File: src/rtl/dcache_controller.sv
// Direct-mapped, write-back / write-allocate data cache: 8 lines x 4 bytes.
// Hits complete combinationally in IDLE; misses walk WRITEBACK (dirty victim)
// and FETCH against a block memory, then replay the held request in IDLE.
module dcache_controller (
    input  logic        CLK,
    input  logic        RESET,
    input  logic        READ,
    input  logic        WRITE,
    input  logic [7:0]  ADDRESS,
    input  logic [7:0]  WRITEDATA,
    output logic [7:0]  READDATA,
    output logic        BUSYWAIT,
    output logic        MEM_READ,
    output logic        MEM_WRITE,
    output logic [5:0]  MEM_ADDRESS,
    output logic [31:0] MEM_WRITEDATA,
    input  logic [31:0] MEM_READDATA,
    input  logic        MEM_BUSYWAIT
);

    localparam int unsigned LINES   = 8;
    localparam int unsigned TAG_W   = 3;
    localparam int unsigned IDX_W   = 3;
    localparam int unsigned BYTE_W  = 8;
    localparam int unsigned BLOCK_W = 32;

    typedef enum logic [1:0] {
        IDLE,
        WRITEBACK,
        FETCH
    } state_t;

    state_t               state;
    logic [LINES-1:0]     valid;
    logic [LINES-1:0]     dirty;
    logic [TAG_W-1:0]     tags [LINES];
    logic [BLOCK_W-1:0]   data [LINES];

    // Request captured at the miss so the fill does not depend on the CPU holding it
    logic [TAG_W-1:0]     miss_tag;
    logic [IDX_W-1:0]     miss_index;

    logic [TAG_W-1:0]     req_tag;
    logic [IDX_W-1:0]     index;
    logic [1:0]           offset;
    logic [4:0]           bit_base;
    logic                 hit;
    logic                 read_hit;
    logic                 write_hit;
    logic                 miss;
    logic                 fill_done;

    assign req_tag   = ADDRESS[7:5];
    assign index     = ADDRESS[4:2];
    assign offset    = ADDRESS[1:0];
    assign bit_base  = {offset, 3'b000};
    assign hit       = valid[index] && (tags[index] == req_tag);
    // A simultaneous READ and WRITE is served as a read only
    assign read_hit  = (state == IDLE) && READ && hit;
    assign write_hit = (state == IDLE) && WRITE && !READ && hit;
    assign miss      = (state == IDLE) && (READ || WRITE) && !hit;
    assign fill_done = (state == FETCH) && !MEM_BUSYWAIT;

    // CPU-facing outputs respond in the same cycle as the request
    assign BUSYWAIT = (state == IDLE) ? miss : 1'b1;
    assign READDATA = read_hit ? data[index][bit_base +: BYTE_W] : '0;

    // Controller FSM with registered memory-side strobes and line status bits
    always_ff @(posedge CLK or posedge RESET) begin
        if (RESET) begin
            state         <= IDLE;
            valid         <= '0;
            dirty         <= '0;
            miss_tag      <= '0;
            miss_index    <= '0;
            MEM_READ      <= 1'b0;
            MEM_WRITE     <= 1'b0;
            MEM_ADDRESS   <= '0;
            MEM_WRITEDATA <= '0;
        end else begin
            case (state)
                IDLE: begin
                    if (write_hit) begin
                        dirty[index] <= 1'b1;
                    end else if (miss) begin
                        miss_tag   <= req_tag;
                        miss_index <= index;
                        if (valid[index] && dirty[index]) begin
                            state         <= WRITEBACK;
                            MEM_WRITE     <= 1'b1;
                            MEM_ADDRESS   <= {tags[index], index};
                            MEM_WRITEDATA <= data[index];
                        end else begin
                            state       <= FETCH;
                            MEM_READ    <= 1'b1;
                            MEM_ADDRESS <= {req_tag, index};
                        end
                    end
                end
                WRITEBACK: begin
                    if (!MEM_BUSYWAIT) begin
                        state         <= FETCH;
                        MEM_WRITE     <= 1'b0;
                        MEM_WRITEDATA <= '0;
                        MEM_READ      <= 1'b1;
                        MEM_ADDRESS   <= {miss_tag, miss_index};
                    end
                end
                FETCH: begin
                    if (!MEM_BUSYWAIT) begin
                        state             <= IDLE;
                        MEM_READ          <= 1'b0;
                        MEM_ADDRESS       <= '0;
                        valid[miss_index] <= 1'b1;
                        dirty[miss_index] <= 1'b0;
                    end
                end
                default: begin
                    state <= IDLE;
                end
            endcase
        end
    end

    // Tag and data storage: byte writes on hits, whole-block loads on fills
    always_ff @(posedge CLK) begin
        if (write_hit) begin
            data[index][bit_base +: BYTE_W] <= WRITEDATA;
        end
        if (fill_done) begin
            data[miss_index] <= MEM_READDATA;
            tags[miss_index] <= miss_tag;
        end
    end

endmodule
File: config.mk
export PLATFORM = sky130hd
export DESIGN_NAME = dcache_controller
export DESIGN_NICKNAME = d
export VERILOG_FILES = /design/src/rtl/dcache_controller.sv
export SDC_FILE = /design/constraint.sdc
export NUM_CORES = 1
export LEC_CHECK = 0
export BUFFER_PORTS_ARGS = -buffer_cell sky130_fd_sc_hd__buf_2
export CORE_MARGIN = 2
export CORE_UTILIZATION = 45
export CTS_CLUSTER_DIAMETER = 50
export DETAILED_ROUTE_END_ITERATION = 16
export GPL_ROUTABILITY_DRIVEN = 0
export PLACE_DENSITY = 0.66
export REMOVE_ABC_BUFFERS = 1
export SLEW_MARGIN = 20
export SYNTH_ARGS = -nofsm -noshare
export SYNTH_HDL_FRONTEND = slang
export SYNTH_SLANG_ARGS = --single-unit
File: constraint.sdc
create_clock -name CLK -period 9 [get_ports CLK]
set_input_delay 0.9 -clock CLK [delete_from_list [all_inputs] [get_ports CLK]]
set_output_delay 0.9 -clock CLK [all_outputs]
set_load 0.01 [all_outputs]
Word-level counts from Yosys, hierarchy flattened

Memory sizes are Yosys's and may differ from the RTL's.
Cells that the tools add are included.

Register bits after elaboration: 64
Latch bits: 0
Memory bits (writable): 280
ROM bits: 0
Input port bits: 53
Output and inout bits: 49
Memories: 2

Memories:

| name | words | width | read ports | clocked after Yosys merged registers in | write ports | line | RTL |
|---|---|---|---|---|---|---|---|
| data | 8     | 32    | 1          | 0                                       | 1           | 37   | `logic [BLOCK_W-1:0] data [LINES];` |
| tags | 8     | 3     | 1          | 0                                       | 1           | 36   | `logic [TAG_W-1:0] tags [LINES];` |

$add $sub $neg: 1
Multiply operators: 0
Divide/modulo/power cells: 0
$lt $le $gt $ge: 4
Equality and inequality tests: 10
Shift operators: 3
Mux-type cells: 47
Bitwise operators: 6
Reductions and logical operators: 28

Operators by type and width:

| cell                   | count |
|---|---|
| $mux 32                | 7 |
| $pmux 32 s2            | 1 |
| $reduce_or 32->1       | 1 |
| $shift 8x7->32 const A | 1 |
| $shiftx 32x6->8        | 1 |
| $shiftx 8x7->32        | 1 |
| $mux 6                 | 5 |
| $mux 8                 | 3 |
| $pmux 6 s3             | 1 |
| $mux 1                 | 16 |
| $or 8x8->8             | 2 |
| $pmux 8 s2             | 1 |
| $logic_and 1x1->1      | 12 |
| $ne 2x2->1 const B     | 6 |
| $mux 2                 | 5 |
| $reduce_and 5->1       | 2 |
| $and 8x8->8            | 1 |
| $lt 3x4->1 const B     | 2 |
| $not 8->8              | 1 |
| $neg 5->7              | 1 |
| $bmux 1 s3             | 2 |
| $demux 1 s3            | 2 |
| $ge 3x1->1 const B     | 2 |
| $pmux 2 s3             | 1 |
| other kinds (17)       | 22 |

Longest topological paths before layout

Word-level depth: 8
Mapped depth: 12

Worst setup path before layout

No wires, ideal clock.

Path type: input to output
Start point: input ADDRESS[4]
End point: output READDATA[6]
Arrival time: 2.879 ns
Data required time: 8.100 ns
Slack: 5.221 ns
Stages: 8
Path buffers: 3
Cells stage by stage: buf_6 > buf_2 > buf_1 > mux2_2 > a221oi_1 > o22ai_1 > mux4_2 > nor2b_1

Longest elaborated chain between the ends: 5
Elaborated cells on any way between the ends: 9
Classes of those cells: eq/ne: 1; shift: 1; mux: 3; reduce/logical: 2; memory: 2

Ends and longest elaborated chain:

| item                                                                 | line | RTL |
|---|---|---|
| from (decl)                                                          | 9    | `input logic [7:0] ADDRESS,` |
| parallel branches: the longest is 4 deep, another holds $mem_v2 8x32 | -    |  |
| $mux 8 (*)                                                           | 66   | `assign READDATA = read_hit ? data[index][bit_base +: BYTE_W] : '0;` |
| to (decl)                                                            | 11   | `output logic [7:0] READDATA,` |

Every way passes the cells marked *. The select of a mux whose other input is x is not followed.

Worst setup path in the final report

Start point: input ADDRESS[4]
End point: output READDATA[7]

The elaborated chain is that of the path after synthesis.

==> flow_summary.json <==
{
  "postCtsHoldBufs": 0,
  "multiInputGateArea_um2": 4300,
  "first_global_vias": 8932,
  "max_slew_margin_pct": 27.0,
  "io_buffers": 101,
  "ff_latch_area_um2": 10000,
  "arrival_ns": 4.58,
  "viasPerCell": 6.01,
  "coreArea_um2": 32300,
  "initial_utilization_pct": 45.5,
  "dr.first_iter.drc_count": 1017,
  "die_area_um2": 34100,
  "rows": 66,
  "grt_max_degree": 65,
  "grt_antenna_before_repair": 0,
  "vdd_ir_drop_max_mv": 0.135,
  "timing.critical_path.mode_cell": "buf_4",
  "antennaDiodeCount": 0,
  "instances_no_fill": 1483,
  "dp_cells": 1411,
  "rsz0062_at_grt": "false",
  "cp.required_ns": 8.10,
  "ys_warn_count": 0,
  "clockBufferDepth": 3,
  "die_w_um": 185,
  "wl_mm": 40.1,
  "post_cts_buffers": 0,
  "gr-total-overflow": 0,
  "dp_hpwl_mm": 27.3,
  "drcViolationCount": 0,
  "finClkSkew_ns": 0.0226,
  "cts_tree": "yes",
  "layout_common_cells": "edfxtp_1, buf_2, nor2_1, dfrtp_1, nand2_1",
  "synth-edff-count": 280,
  "async_reset_ff_share_pct": 18.6,
  "tightest_slew_ns": 1.09,
  "grt_pass1_wl_mm": 58.6,
  "drive_gt1_share_pct": 29.4,
  "placed_area_um2": 15600,
  "critPathMaxStageDelay_ns": 0.61,
  "area_growth_syn_to_layout_pct": 15.2,
  "grtUsageTotal_pct": 24.1,
  "clk_pin_slew_ns": 0.06,
  "ys_seq_elements": 344,
  "stdcell_area_um2": 16900,
  "p_total_mw": 4.42,
  "syn_inst": 904,
  "layout_min_cycle_time_ns": 5.48,
  "status": "complete, no violations",
  "cts_resized": 0,
  "p_leak_nw": 6.14,
  "nets": 1072,
  "h-tree-depth": 2,
  "startpoint_type": "input pin",
  "crit_path_max_fanout": 46,
  "hold_class": "flop to flop",
  "setup_tns_ns": 0,
  "clock_sinks": 344,
  "path_class": "input pin to primary output",
  "fill_cells": 2669,
  "synth_flop_cell": "edfxtp_1",
  "maxCapViolations": 0,
  "fp.dieH_um": 185,
  "fmax_mhz": 182,
  "avgSynthCellArea_um2": 16.2,
  "io_pins": 102,
  "slew_viol_final": 0,
  "final_antenna_net_count": 0,
  "seq_area_frac_synth_pct": 68.2,
  "root_buffer": "clkbuf_16",
  "setup-violations-final": 0,
  "cp-end-kind": "primary output",
  "wl_per_cell_um": 27.1,
  "synth_cell_types": 64,
  "vias": 8909,
  "hold_violations": 0,
  "crit_chain": "buf_4, buf_4, clkinv_1, nor2_1, a221oi_1, o22ai_1, mux4_2, nor2b_1, buf_2",
  "crit_path_top_delay_cell": "nor2_1",
  "numCtsBuffers": 39,
  "fin_crit_sh_pct": 60.9,
  "worstSkewPairLatency_ns": 0.54,
  "drt-pass1-iter-count": 5,
  "layout_commonest_cell": "edfxtp_1",
  "powerDensity_nw_per_um2": 261,
  "synthesis.area_um2": 14700
}
==> kinds of logic after synthesis <==
kind of cell	after synthesis	synth area share, %
AO/OA/AOI/OAI	189	10.8
XOR/XNOR	2	0.171
adder cells (fa/ha/maj)	9	0.767
buffers and inverters	71	2.65
flip-flops	344	68.2
multiplexers	112	11.8
AND/OR/NAND/NOR	177	5.63
==> area by class of cell <==
type | instances | share of cell area [%]
sequential | 344 | 59.2
multi-input combinational | 489 | 25.4
clock buffer | 47 | 6.13
timing repair buffer | 115 | 3.64
tap | 442 | 3.27
clock inverter | 25 | 1.87
inverter | 21 | 0.466
==> cells in the mapped netlist (all sizes together) (2+ instances only) <==
cell	n	share of area, %
o311ai	3	0.18
ha	9	0.77
o21ai	29	0.99
a221oi	22	1.3
nand3	8	0.27
a31oi	5	0.21
or2	10	0.43
a22oi	10	0.61
a21oi	21	0.79
nor2	74	1.9
and2	4	0.17
o31ai	2	0.20
clkbuf	18	0.46
o22a	3	0.18
nand2b	6	0.26
mux4	46	7.1
nand2	54	1.4
nand3b	4	0.20
nor3	2	0.068
xnor2	2	0.17
a32o	3	0.20
a22o	41	2.5
nor2b	4	0.17
inv	20	0.51
o22ai	42	3.0
a221o	3	0.20
buf	32	1.7
nor3b	3	0.22
mux2	26	2.0
dfrtp	64	11
mux2i	40	2.7
edfxtp	280	57
nor4	3	0.23
==> per-layer routing <==
metal  global-route usage, %  vias to the layer above  part of all wire [%]
li1                        -                     3815                     -
met5                       0                        -                     0
met2                    38.4                      476                    47
met4                    8.80                        0                   3.6
met1                    33.4                     4536                    40
met3                    4.19                       82                   9.0
==> metrics by stage <==
step / hold WS, ns / utilization [%] / setup slack [ns]
2_1_floorplan: 0.429 / - / 4.85
3_3_place_gp: 0.451 / 48.2 / 3.65
5_1_grt: 0.478 / 52.4 / 3.35
6_report: 0.467 / 52.4 / 3.52
4_1_cts: 0.471 / 52.4 / 3.57
3_5_place_dp: 0.458 / 48.2 / 3.54
==> sequential cells by signal (all words and copies together) (netlist names) <==
name	count
miss_index	3
miss_tag	3
dirty	8
MEM_WRITEDATA	32
MEM_READ	1
tags	24
data	256
valid	8
MEM_ADDRESS	6
state	2
MEM_WRITE	1
==> critical path: cells and delay by family <==
kind                   cells  cell delay, ns
AO/OA/AOI/OAI              2            0.60
AND/OR/NAND/NOR            2            0.87
multiplexers               1            0.31
buffers and inverters      4            1.82
==> worst paths after layout <==
check                                      from  cells past startpoint                            end  slack [ns]
hold reg to reg            valid[1]$_DFFE_PP0P_                      1           valid[1]$_DFFE_PP0P_        0.47
hold / removal             valid[1]$_DFFE_PP0P_                      1           valid[1]$_DFFE_PP0P_        0.47
setup / recovery                     ADDRESS[4]                      9                    READDATA[7]        3.52
setup reg to reg           state[0]$_DFFE_PP0P_                      9           data[6][4]$_DFFE_PP_        5.06
min in group asynchronous                 RESET                      3        miss_tag[0]$_DFFE_PP0P_        0.67
max in group asynchronous                 RESET                      3  MEM_WRITEDATA[23]$_DFFE_PP0P_        7.69
==> power breakdown <==
group          leakage, nW  internal (mW)  total, mW  switching (mW)
registers             3.40           1.97       2.06          0.0922
logic                 2.08          0.249      0.704           0.455
clock network        0.650           1.01       1.65           0.649
total                 6.14           3.22       4.42            1.20
(Power assumes the default switching activity.)
